--- src/rtl/fpu_sp_result_buffer.sv ---
// ============================================================================
// fpu_sp_result_buffer
// ----------------------------------------------------------------------------
// Purpose:
//   Result buffer that sits after the single-precision multiplier. Each
//   product word, together with its overflow/underflow pair, is captured into
//   a small FIFO with valid/ready handshakes on both sides. A downstream
//   consumer (writeback or bus) can therefore stall without losing results.
//   The block also keeps two sticky exception flags that software reads and
//   clears.
//
// Parameters:
//   WIDTH  result word width (32 for single precision)
//   DEPTH  number of FIFO entries, power of two, >= 2
//   AW     pointer width, derived from DEPTH (do not override)
//
// Ports:
//   clk             rising-edge clock
//   rst             synchronous, active-high reset
//   in_valid        multiplier result valid this cycle
//   in_ready        buffer can accept a word (not full)
//   in_result       multiplier result word
//   in_overflow     multiplier overflow indication
//   in_underflow    multiplier underflow indication
//   out_valid       head entry available (not empty)
//   out_ready       consumer takes the head entry
//   out_result      head result word, 0 when empty
//   out_overflow    head overflow bit, 0 when empty
//   out_underflow   head underflow bit, 0 when empty
//   count           number of entries held, 0..DEPTH
//   flag_overflow   sticky: some accepted entry had overflow
//   flag_underflow  sticky: some accepted entry had underflow
//   flag_clr        clears both sticky flags
//
// Build option:
//   FPU_SP_SATURATE_EN  when defined, an overflowing result is stored as the
//                       largest finite value with the sign preserved instead
//                       of the incoming infinity. The stored overflow bit and
//                       the sticky overflow flag are not affected.
// ============================================================================
module fpu_sp_result_buffer #(
    parameter int WIDTH = 32,
    parameter int DEPTH = 4,
    parameter int AW    = $clog2(DEPTH)
) (
    input  logic             clk,
    input  logic             rst,
    input  logic             in_valid,
    output logic             in_ready,
    input  logic [WIDTH-1:0] in_result,
    input  logic             in_overflow,
    input  logic             in_underflow,
    output logic             out_valid,
    input  logic             out_ready,
    output logic [WIDTH-1:0] out_result,
    output logic             out_overflow,
    output logic             out_underflow,
    output logic [AW:0]      count,
    output logic             flag_overflow,
    output logic             flag_underflow,
    input  logic             flag_clr
);

    // Entry layout: {overflow, underflow, result}
    localparam int EW = WIDTH + 2;

    localparam logic [AW:0]   CNT_ZERO = (AW+1)'(0);
    localparam logic [AW:0]   CNT_ONE  = (AW+1)'(1);
    localparam logic [AW:0]   CNT_FULL = (AW+1)'(DEPTH);
    localparam logic [AW-1:0] PTR_ONE  = AW'(1);

    // ------------------------------------------------------------------
    // State
    // ------------------------------------------------------------------
    logic [EW-1:0]    mem_q [DEPTH];
    logic [AW-1:0]    wr_ptr_q;
    logic [AW-1:0]    wr_ptr_d;
    logic [AW-1:0]    rd_ptr_q;
    logic [AW-1:0]    rd_ptr_d;
    logic [AW:0]      count_q;
    logic [AW:0]      count_d;
    logic             flag_ovf_q;
    logic             flag_ovf_d;
    logic             flag_unf_q;
    logic             flag_unf_d;

    // ------------------------------------------------------------------
    // Combinational helpers
    // ------------------------------------------------------------------
    logic             full_s;
    logic             empty_s;
    logic             push_s;
    logic             pop_s;
    logic [WIDTH-1:0] res_store_s;
    logic [EW-1:0]    wr_data_s;
    logic [EW-1:0]    head_s;

    // Full/empty come from the registered count only, so in_ready never
    // sees out_ready combinationally (a full buffer refuses even while
    // the consumer pops in the same cycle).
    always_comb begin
        full_s  = (count_q == CNT_FULL);
        empty_s = (count_q == CNT_ZERO);
        push_s  = in_valid & ~full_s;
        pop_s   = out_ready & ~empty_s;
    end

    // Select the result word that is actually written into storage.
    always_comb begin
        res_store_s = in_result;
`ifdef FPU_SP_SATURATE_EN
        if (in_overflow) begin
            // Largest finite single-precision magnitude, sign kept.
            res_store_s = {in_result[WIDTH-1], 8'hFE, 23'h7FFFFF};
        end else begin
            res_store_s = in_result;
        end
`else
        res_store_s = in_result;
`endif
        wr_data_s = {in_overflow, in_underflow, res_store_s};
    end

    // Next-state logic for pointers, occupancy and sticky flags.
    always_comb begin
        wr_ptr_d   = wr_ptr_q;
        rd_ptr_d   = rd_ptr_q;
        count_d    = count_q;
        flag_ovf_d = flag_ovf_q;
        flag_unf_d = flag_unf_q;

        if (push_s) begin
            wr_ptr_d = wr_ptr_q + PTR_ONE;
        end else begin
            wr_ptr_d = wr_ptr_q;
        end

        if (pop_s) begin
            rd_ptr_d = rd_ptr_q + PTR_ONE;
        end else begin
            rd_ptr_d = rd_ptr_q;
        end

        case ({push_s, pop_s})
            2'b10:   count_d = count_q + CNT_ONE;
            2'b01:   count_d = count_q - CNT_ONE;
            default: count_d = count_q;
        endcase

        // A setting push beats a same-cycle clear.
        flag_ovf_d = (push_s & in_overflow)  | (flag_ovf_q & ~flag_clr);
        flag_unf_d = (push_s & in_underflow) | (flag_unf_q & ~flag_clr);
    end

    // Control registers with synchronous reset; storage is left unreset.
    always_ff @(posedge clk) begin
        if (rst) begin
            wr_ptr_q   <= {AW{1'b0}};
            rd_ptr_q   <= {AW{1'b0}};
            count_q    <= CNT_ZERO;
            flag_ovf_q <= 1'b0;
            flag_unf_q <= 1'b0;
        end else begin
            wr_ptr_q   <= wr_ptr_d;
            rd_ptr_q   <= rd_ptr_d;
            count_q    <= count_d;
            flag_ovf_q <= flag_ovf_d;
            flag_unf_q <= flag_unf_d;
        end
    end

    // Storage write port; contents after reset are don't-care because the
    // pointers and count gate every read.
    always_ff @(posedge clk) begin
        if (push_s && !rst) begin
            mem_q[wr_ptr_q] <= wr_data_s;
        end
    end

    // Head read straight from storage, forced to zero while empty.
    always_comb begin
        head_s = mem_q[rd_ptr_q];
        if (empty_s) begin
            out_result    = {WIDTH{1'b0}};
            out_overflow  = 1'b0;
            out_underflow = 1'b0;
        end else begin
            out_result    = head_s[WIDTH-1:0];
            out_overflow  = head_s[EW-1];
            out_underflow = head_s[EW-2];
        end
    end

    // Output port mapping of registered state.
    always_comb begin
        in_ready       = ~full_s;
        out_valid      = ~empty_s;
        count          = count_q;
        flag_overflow  = flag_ovf_q;
        flag_underflow = flag_unf_q;
    end

endmodule

--- config.mk ---
export PLATFORM = sky130hd
export DESIGN_NAME = fpu_sp_result_buffer
export DESIGN_NICKNAME = d
export VERILOG_FILES = /design/src/rtl/fpu_sp_result_buffer.sv
export SDC_FILE = /design/constraint.sdc
export NUM_CORES = 1
export LEC_CHECK = 0
export BUFFER_PORTS_ARGS = -buffer_cell sky130_fd_sc_hd__buf_2
export CAP_MARGIN = 0
export CORE_MARGIN = 3
export CORE_UTILIZATION = 40
export CTS_BUF_LIST = sky130_fd_sc_hd__clkbuf_8
export DETAILED_ROUTE_END_ITERATION = 7
export GPL_ROUTABILITY_DRIVEN = 0
export PLACE_DENSITY = 0.69
export REMOVE_ABC_BUFFERS = 1
export SYNTH_ARGS = -nofsm -noshare
export SYNTH_HDL_FRONTEND = slang
export SYNTH_SLANG_ARGS = --single-unit
--- constraint.sdc ---
create_clock -name clk -period 6.24 [get_ports clk]
set_input_delay 0.312 -clock clk [delete_from_list [all_inputs] [get_ports clk]]
set_output_delay 0.312 -clock clk [all_outputs]
set_load 0.1 [all_outputs]
# After elaboration in Yosys (flattened, before gate mapping)

Memory sizes are Yosys's and may differ from the RTL's. A register that Yosys moved wholly into a read port is not among the register bits.
Index checks and enable logic that the tools add are counted.
W data, S select, Z words.

Register bits: 9
Memory bits (writable): 136
Bits of input ports: 39
Output and inout port bits: 41
Logic and storage cells: 36
Memories kept: 1

$add $sub $neg: 4
Equal/unequal tests: 3
Multiplexer cells: 8
Bitwise operators: 11
Reductions and logical operators: 4

Memories:

| name  | words | width | rd ports | clocked after memory_dff | write ports | RTL line | source |
|---|---|---|---|---|---|---|---|
| mem_q | 4     | 34    | 1        | 1                        | 1           | 75       | `logic [EW-1:0] mem_q [DEPTH];` |

Operators with widths:

| operator              | count |
|---|---|
| $mux W32              | 1 |
| $and A1 B1 Y1         | 6 |
| $pmux W3 S2           | 1 |
| $add A2 B1 Y2 const B | 2 |
| $mux W1               | 4 |
| $mux W2               | 2 |
| $add A3 B1 Y3 const B | 1 |
| $eq A3 B3 Y1 const B  | 1 |
| $logic_not A3 Y1      | 1 |
| $not A1 Y1            | 3 |
| $sub A3 B1 Y3 const B | 1 |
| $eq A2 B1 Y1 const B  | 1 |
| $eq A2 B2 Y1 const B  | 1 |
| $or A1 B1 Y1          | 2 |
| $reduce_bool A2 Y1    | 1 |
| $logic_and A1 B1 Y1   | 1 |
| $logic_not A1 Y1      | 1 |

# Logic depth before layout (Yosys ltp)

Gate-level depths: netlist (run 1).

Word-level depth: 6
Depth in mapped cells: 9

# Least setup slack after synthesis (run 1)

OpenSTA, ideal clock, no wires.

Path type: flip-flop to flip-flop
Start point: register count_q[0] (netlist: count[0])
End point: memory mem_q[0][0] in the netlist's numbering (enable)
Library setup time: 0.475 ns
Arrival: 4.351 ns
Required time: 5.765 ns
Path slack: 1.414 ns
Cell stages (with the launch flop): 5
Clock period less this slack: 4.826 ns
Path through: dfxtp_1 -> or3b_4 -> and2_4 -> inv_2 -> nor3b_1

Word-level cells in the longest chain between the ends: 6

Ends and longest elaborated chain:

| item                          | RTL line | source |
|---|---|---|
| start: declaration            | 80       | `logic [AW:0] count_q;` |
| start signal: assignment      | 166      | `count_q <= count_d;` |
| $eq A3 B3 Y1                  | 102      | `full_s = (count_q == CNT_FULL);` |
| $not A1 Y1                    | -        |  |
| via in_ready                  | 49       | `output logic in_ready,` |
| $and A1 B1 Y1                 | 104      | `push_s = in_valid & ~full_s;` |
| $logic_and A1 B1 Y1           | 175      | `if (push_s && !rst) begin` |
| $mux W1                       | 175      |  |
| $mux W1 (implied by the code) | 176      | `mem_q[wr_ptr_q] <= wr_data_s;` |
| end: declaration              | 75       |  |

The timed path passes the listed nets, and every way through them passes these cells.

==> impl_metrics.yaml, run 1 <==
clocking:
  clk_pin_slew_ns: 0.08
  cts_root_buf: "clkbuf_8"
  clock-sinks: 147
  htree_levels: 4
  numCtsBuffers: 17
  cts-hold-fix-buffers: 0
  cts_resized: 0
  clockBufferDepth: 2
  clk_latency_ns: 0.44
  cts_tree: "done"
  cts_setup_buffers: 0
global_route:
  use_met2: 0.2316
  grt_start_max_net_pins: 35
  grt_pass1_wl_um: 16990
  grt-busiest-layer: "met2"
  grt_pass1_vias: 3130
  grt_use_met3: 0.05382
  grt_overflow: 0
  use_met1: 0.1763
  globalRouteTotalUtil: 0.1433
  antenna_found_initial: 1
placed_design:
  dpl.hpwl_um: 6363
  portBuffers: 79
worst_setup_path:
  criticalPathCategory: "reg2out"
  worstPathMaxFanout: 21
  rr_endpoint: "count[2]"
  startpoint_type: "flip-flop"
  ff2ff_setup_slack_ns: 3.63
  critPathCaptureType: "output port"
  endpoint: "out_result[11]"
  critPathRequiredTime_ns: 5.93
  rr_startpoint: "count[2]"
  r2r_cells: 9
  cp.arrival_ns: 2.62
route:
  post-route-drc-count: 0
  drt-total-wl_um: 10410
  dr.pass1.iters: 4
  via_per_inst: 4.955
  ant_nets: 0
  post_drt_wl_per_cell_um: 18.56
  dr.first_iter.drc_count: 141
  vias: 2780
die:
  ios: 80
  rows: 43
  dieArea_sq_um: 15730
  die_h_um: 125.4
  dieWidth_um: 125.4
  start_util: 0.4093
  design.core.area_sq_um: 13930
sta:
  finalCriticalPeriod_ns: 2.931
  rsz0062_at_grt: "false"
  finalCritPeriodShare: 0.4697
  max-slew-margin-rel: 0.3827
  clock.fmax_mhz: 341.2
  setup_viol: 0
  fin_worst_skew_ns: 0.007242
  finalMaxSlewViolations: 0
  worstMarginPinSlew_ns: 0.9259
  finalSetupTns_ns: 0
  hold_viol_final: 0
finish:
  area_growth_pct: 18.14
  final_nets: 413
  layout_commonest_cell: "edfxtp_1"
  fillers: 1157
  drive_gt1_frac: 0.4199
  final_cell_mix: "edfxtp_1, buf_2, mux4_2, nor2b_1, clkbuf_8"
  diodes: 0
run:
  maxCapViolations: 0
yosys:
  seq_area_frac_synth: 0.7547
  yosysWarnings: 0
  avgSynthCellArea_sq_um: 20.66
  synth-seq-cells: 147
  synthCells: 276
  syn-cell-area_sq_um: 5703
  synth_cell_types: 29
hold_path:
  hp-class: "in2reg"
status:
  status: "finished, final reports clean"
[cell families after synthesis]
family / share of synthesized area
fa+ha+maj: 0.01448
simple gates: 0.05968
buf+inv: 0.01909
mux: 0.1387
compound gates: 0.008776
xor+xnor: 0.004608
flops: 0.7547
[per-stage QoR]
| step | instance area [sq um] | setup slack, ns | util | cells | hold WS [ns] |
|---|---|---|---|---|---|
| 2_1_floorplan | 5628 | 1.414 | - | 264 | 0.3811 |
| 3_3_place_gp | 6322 | 3.656 | 0.4537 | 529 | 0.4602 |
| 3_5_place_dp | 6322 | 3.662 | 0.4537 | 529 | 0.4778 |
| 4_1_cts | 6738 | 3.174 | 0.4835 | 561 | 0.03955 |
| 5_1_grt | 6738 | 3.066 | 0.4835 | 561 | 0.04562 |
| 6_report | 6738 | 3.309 | 0.4835 | 561 | 0.08385 |
[worst min path at each step]
stage / startpoint / end / slack [ns] / cells after the start
global route: in_result[24] / mem_q[0][24] / 0.05 / 1
finish: in_result[10] / mem_q[1][10] / 0.08 / 1
detailed placement: flag_overflow / flag_overflow / 0.48 / 2
CTS: in_result[10] / mem_q[1][10] / 0.04 / 1
floorplan: rst / count[2] / 0.38 / 1
global placement: flag_underflow / flag_underflow / 0.46 / 2
[per-layer routing]
| layer | share of wire | routed length, um |
|---|---|---|
| met5 | 0.00067 | 7 |
| met4 | 0.014 | 147 |
| met1 | 0.42 | 4379 |
| met3 | 0.061 | 631 |
| met2 | 0.50 | 5245 |
[synthesized netlist by cell type (all sizes together)]
cell type	count	share of area
a21oi	3	0.0026
a32oi	2	0.0031
and2	1	0.0015
and2b	3	0.0039
buf	7	0.0099
clkbuf	5	0.0033
dfxtp	11	0.039
edfxtp	136	0.72
fa	1	0.0035
ha	5	0.011
inv	9	0.0059
mux2	1	0.0026
mux2i	1	0.0018
mux4	34	0.13
nand2	1	0.00066
nand2b	2	0.0022
nor2	9	0.0059
nor2b	31	0.034
nor3	1	0.0018
nor3b	4	0.0053
o21ai	2	0.0018
o31ai	1	0.0013
or3	2	0.0024
or3b	1	0.0020
xor2	3	0.0046
[layout make-up]
cell class	instances	area (sq um)	share of cell area
sequential	147	4307	0.6392
multi-input combinational	108	1316	0.1954
timing repair buffer	85	440.4	0.06537
clock buffer	20	275.3	0.04085
tap	180	225.2	0.03343
clock inverter	12	140.1	0.02080
inverter	9	33.78	0.005014
[worst max-delay path: stages, from the launching register on]
cell and delay, ns:
dfxtp_2 0.64, buf_4 0.49, mux4_2 0.56, nor2b_1 0.15
buf_2 0.32
[state kept, by name, summed over array words and instances, names as in the netlist, named ones only]
register,count
count,3
flag_overflow,1
flag_underflow,1
mem_q,136
rd_ptr_q,2
wr_ptr_q,2
Power of run 1 is left out: the tool's default activity adds up to more than one toggle a clock period on the data nets, which glitch-free logic cannot reach.
==> run 2, diff against run 1 <==
--- a/config.mk
+++ b/config.mk
@@ -5,6 +5,7 @@
 export SDC_FILE = /design/constraint.sdc
 export NUM_CORES = 1
 export LEC_CHECK = 0
+export ABC_AREA = 1
 export BUFFER_PORTS_ARGS = -buffer_cell sky130_fd_sc_hd__buf_2
 export CAP_MARGIN = 0
 export CORE_MARGIN = 3
@@ -12,7 +13,7 @@
 export CTS_BUF_LIST = sky130_fd_sc_hd__clkbuf_8
 export DETAILED_ROUTE_END_ITERATION = 7
 export GPL_ROUTABILITY_DRIVEN = 0
-export PLACE_DENSITY = 0.69
+export PLACE_DENSITY = 0.71
 export REMOVE_ABC_BUFFERS = 1
 export SYNTH_ARGS = -nofsm -noshare
 export SYNTH_HDL_FRONTEND = slang
==> constraint.sdc (replaced) <==
create_clock -name clk -period 2.65 [get_ports clk]
set_input_delay 0.1325 -clock clk [delete_from_list [all_inputs] [get_ports clk]]
set_output_delay 0.1325 -clock clk [all_outputs]
set_load 0.1 [all_outputs]
==> impl_metrics.yaml, run 2 <==
status:
  status: "finished, final reports clean"
yosys:
  ys_top_cells_by_count: "nor2_1, edfxtp_1, o21ai_0"
  syn-cell-area_sq_um: 5827
  synth_most_common_cell: "nor2_1"
  yosysTopAreaCell: "edfxtp_1"
  synth_top_area_frac: 0.7009
  yosysWarnings: 0
  synth_cell_types: 18
  synth-seq-cells: 147
  synth_area_leaders: "edfxtp_1, nor2_1, o21ai_0"
  ys_dominant_reg_cell: "edfxtp_1"
  synth_fa_ha_area_frac: 0.01417
  synthSimpleGateAreaFrac: 0.1134
  avgSynthCellArea_sq_um: 12.11
  synth_compound_area_frac: 0.09362
  synth_xor_area_frac: 0
  muxShareOfSynthArea: 0
  synthCells: 481
  postSynth.asyncResetShare: 0
  seq_area_frac_synth: 0.7387
  synth_edf_count: 136
  synth_top_family_by_area: "simple AND/OR/NAND/NOR gates"
sta:
  setup_viol: 0
  fin_worst_skew_ns: 0.009882
  finalCriticalPeriod_ns: 2.427
  worstMarginPinSlew_ns: 0.7199
  holdWs_ns: 0.03692
  finalCritPeriodShare: 0.9158
  rsz0062_at_grt: "false"
  finalMaxSlewViolations: 0
  clock.fmax_mhz: 412.1
  finalSetupTns_ns: 0
  max-slew-margin-rel: 0.5193
  hold_viol_final: 0
finish:
  drive_gt1_frac: 0.2046
  top_register: "mem_q"
  layout_commonest_cell: "nor2_1"
  fillers: 1122
  seqCellArea_sq_um: 4307
  utilization: 0.5471
  largest_reg_flops: 136
  area_growth_pct: 31.84
  design_area_sq_um: 7682
  diodes: 0
  multi_input_area_sq_um: 1319
  final_cell_mix: "nor2_1, edfxtp_1, o21ai_0, buf_2, a21oi_1"
  final_nets: 644
die:
  die_h_um: 126.7
  design.core.area_sq_um: 14040
  dieArea_sq_um: 16050
  dieWidth_um: 126.7
  start_util: 0.4150
  rows: 43
  ios: 80
clocking:
  clk_pin_slew_ns: 0.08
  cts_root_buf: "clkbuf_8"
  clockBufferDepth: 2
  cts_tree: "done"
  numCtsBuffers: 17
  cts_resized: 0
  clock-sinks: 147
  htree_levels: 4
  clk_latency_ns: 0.43
hold_path:
  hold_depth: 3
  hp-class: "in2reg"
  min_from: "out_ready"
route:
  post-route-drc-count: 0
  post_drt_wl_per_cell_um: 15.74
  dr.first_iter.drc_count: 265
  ant_nets: 0
  dr.pass1.iters: 5
  vias: 3871
  drt-total-wl_um: 12450
  via_per_inst: 4.894
worst_setup_path:
  critPathCaptureType: "output port"
  worstPathMaxFanout: 26
  critPathRequiredTime_ns: 2.52
  criticalPathCategory: "reg2out"
  ff2ff_setup_slack_ns: 0.61
  rr_startpoint: "count[1]"
  startpoint_type: "flip-flop"
  rr_endpoint: "mem_q[0][27]"
  r2r_cells: 7
  cp.arrival_ns: 2.29
placed_design:
  dpl_cell_area_sq_um: 6915
  portBuffers: 79
  dpl.hpwl_um: 7657
global_route:
  grt_start_max_net_pins: 69
  globalRouteTotalUtil: 0.1576
  antenna_found_initial: 0
  grt_pass1_wl_um: 19800
  grt_pass1_vias: 3987
  grt_overflow: 0
run:
  maxCapViolations: 0
## run 2: area by class of cell
type / count / share of cell area
timing repair buffer: 124 / 0.1775
sequential: 147 / 0.5606
multi-input combinational: 288 / 0.1717
tap: 180 / 0.02932
clock inverter: 14 / 0.01987
clock buffer: 17 / 0.03046
inverter: 21 / 0.01059
## run 2: layer usage
metal | part of all wire | GRT usage | routed length (um)
met5 | 0 | 0 | 0
met3 | 0.061 | 0.04758 | 759
met1 | 0.40 | 0.1869 | 5042
met4 | 0.010 | 0.05047 | 126
met2 | 0.52 | 0.2749 | 6524
## run 2: cells by family after synthesis
family	count (synthesis)
AO/OA/AOI/OAI	109
adder cells (fa/ha/maj)	6
buffers and inverters	46
flip-flops	147
AND/OR/NAND/NOR	173
## run 2: metrics by stage
stage	cells	setup WS (ns)
6_report	791	0.2232
5_1_grt	791	0.0006750
4_1_cts	791	0.1888
3_5_place_dp	722	0.6360
3_3_place_gp	722	0.7083
2_1_floorplan	456	-1.500
## run 2: repair_timing
item,4_1_cts,5_1_grt
endpoints found under the setup margin,0,0
hold buffers,38,0
hold endpoints to repair,142,0
setup buffers,0,0
## run 2: worst max-delay path: stages, from the launching register on
cell and delay [ns]:
dfxtp_2 0.67, buf_4 0.37, nor2_1 0.09, nor2_1 0.09, o21ai_0 0.09, a21oi_1 0.33
buf_12 0.22
## run 2: how the worst max path moves through the flow
stage               depth (start not counted)  slack, ns  startpoint             end
floorplan                                   6      -1.50    count[1]     mem_q[0][0]
global placement                            7       0.71    count[1]    mem_q[0][12]
detailed placement                          7       0.64    count[1]     mem_q[2][6]
CTS                                         6       0.19   flip-flop  out_result[25]
global route                                6     0.0007   flip-flop  out_result[17]
finish                                      6       0.22   flip-flop  out_result[25]
Power of run 2 is left out for the same reason.
==> run 3, diff against run 2 <==
--- a/config.mk
+++ b/config.mk
@@ -5,7 +5,6 @@
 export SDC_FILE = /design/constraint.sdc
 export NUM_CORES = 1
 export LEC_CHECK = 0
-export ABC_AREA = 1
 export BUFFER_PORTS_ARGS = -buffer_cell sky130_fd_sc_hd__buf_2
 export CAP_MARGIN = 0
 export CORE_MARGIN = 3
@@ -13,6 +12,7 @@
 export CTS_BUF_LIST = sky130_fd_sc_hd__clkbuf_8
 export DETAILED_ROUTE_END_ITERATION = 7
 export GPL_ROUTABILITY_DRIVEN = 0
+export HOLD_SLACK_MARGIN = 0.08
 export PLACE_DENSITY = 0.71
 export REMOVE_ABC_BUFFERS = 1
 export SYNTH_ARGS = -nofsm -noshare
==> impl_metrics.yaml, run 3 (synthesis results as in run 1) <==
sta:
  finalCritPeriodShare: 0.9579
  setup_viol: 0
  clock.fmax_mhz: 393.9
  hold_viol_final: 0
  finalMaxSlewViolations: 0
  max-slew-margin-rel: 0.6720
  holdWs_ns: 0.4640
  worstMarginPinSlew_ns: 0.4954
  finalCriticalPeriod_ns: 2.538
  fin_worst_skew_ns: 0.01142
hold_path:
  min_to: "mem_q[3][9]"
  min_from: "in_result[9]"
  hp-class: "in2reg"
  hold_depth: 2
route:
  via_per_inst: 4.900
  vias: 2979
  post-route-drc-count: 0
  wl_met2_um: 5605
  top_layer_used: "met4"
  ant_nets: 0
  wirelength_met1_um: 4526
  met3_length_um: 483
  post_drt_wl_per_cell_um: 17.62
  dr.first_iter.drc_count: 145
  drt-total-wl_um: 10710
  dr.pass1.iters: 4
global_route:
  grt_pass1_wl_um: 16900
  grt_overflow: 0
  grt_start_max_net_pins: 38
  antenna_found_initial: 0
  grt_pass1_vias: 3209
  globalRouteTotalUtil: 0.1415
die:
  design.core.area_sq_um: 13930
  start_util: 0.4093
  ios: 80
  dieArea_sq_um: 15730
  dieWidth_um: 125.4
  die_h_um: 125.4
  rows: 43
clocking:
  clk_latency_ns: 0.42
  clock-sinks: 147
  clockBufferDepth: 2
  htree_levels: 4
  numCtsBuffers: 17
  clk_pin_slew_ns: 0.08
  cts_root_buf: "clkbuf_8"
  cts_tree: "done"
status:
  status: "finished, final reports clean"
worst_setup_path:
  r2r_cells: 9
  ff2ff_setup_slack_ns: 0.11
  cp-startpoint: "count[1]"
  worstPathMaxFanout: 6
  rr_endpoint: "count[2]"
  crit_slowest_cell: "or3b_4"
  rr_startpoint: "count[1]"
  critPathRequiredTime_ns: 3.01
  critPathCaptureType: "flip-flop"
  path_cells: "or3b_4 > and2_4 > inv_2 > ha_2 > inv_1 > fa_1 > xor2_1 > or3_2 > a21oi_1"
  criticalPathCategory: "reg2reg"
  cp.arrival_ns: 2.90
  startpoint_type: "flip-flop"
  max_stage_delay_ns: 0.44
finish:
  utilization: 0.5167
  drive_gt1_frac: 0.3925
  diodes: 0
  fillers: 1117
  largest_reg_flops: 136
  final_cell_mix: "edfxtp_1, buf_2, dlygate4sd3_1, mux4_2, nor2b_1"
  top_register: "mem_q"
  layout_commonest_cell: "edfxtp_1"
  area_growth_pct: 26.24
  final_nets: 460
  design_area_sq_um: 7199
placed_design:
  dpl.hpwl_um: 6210
  portBuffers: 79
  dpl_cell_area_sq_um: 6392
run:
  maxCapViolations: 0
[run 3: cell types whose count changed in the layout (fill, tap and decap cells not counted), sizes merged, moves of 18 or more]
cell | previous run | this run
nor2 | 147 | 9
o21ai | 70 | 2
a21oi | 39 | 3
mux4 | 0 | 34
nor2b | 0 | 31
nand2 | 19 | 1
[run 3: cell type report]
| type | count | area (sq um) | share of cell area |
|---|---|---|---|
| clock buffer | 20 | 275.3 | 0.03823 |
| clock inverter | 12 | 116.4 | 0.01616 |
| inverter | 9 | 33.78 | 0.004692 |
| multi-input combinational | 108 | 1319 | 0.1832 |
| sequential | 147 | 4309 | 0.5985 |
| tap | 180 | 225.2 | 0.03128 |
| timing repair buffer | 132 | 920.9 | 0.1279 |
[run 3: worst max path at each step]
stage               cells past startpoint     endpoint  slack [ns]
floorplan                               4  mem_q[0][0]       -2.18
global placement                        9     count[2]        0.19
detailed placement                      9     count[2]        0.07
finish                                  9     count[2]        0.11
CTS                                     9     count[2]        0.05
global route                            9     count[2]      -0.001
[run 3: routing by layer]
metal  vias up  GRT usage
li1       1365          -
met4         0    0.04209
met1      1527     0.1748
met3        10    0.04314
met2        77     0.2417
met5         -          0
[run 3: metrics by stage]
| step | setup TNS [ns] | setup slack, ns | cells |
|---|---|---|---|
| 4_1_cts | 0 | 0.04862 | 608 |
| 3_5_place_dp | 0 | 0.07002 | 535 |
| 5_1_grt | -0.001108 | -0.001108 | 608 |
| 2_1_floorplan | -322.47 | -2.176 | 264 |
| 3_3_place_gp | 0 | 0.1862 | 535 |
| 6_report | 0 | 0.1116 | 608 |
[run 3: critical path, delay by kind of cell, from the launching register on]
| kind | cells | cell delay (ns) |
|---|---|---|
| DFF | 1 | 0.37 |
| xor gates and xnor gates | 1 | 0.17 |
| adders and majority gates | 2 | 0.58 |
| buffers and inverters | 2 | 0.17 |
| AOI/OAI and AO/OA | 1 | 0.14 |
| and+or+nand+nor | 3 | 1.05 |
[run 3: timing repair]
action                                 in CTS  in global routing
setup endpoints to repair                   0                  1
hold buffers                               41                  0
setup buffers                               0                  0
endpoints found under the hold margin     146                  0
gates resized for setup                     0                  3
Power of run 3 is left out for the same reason.
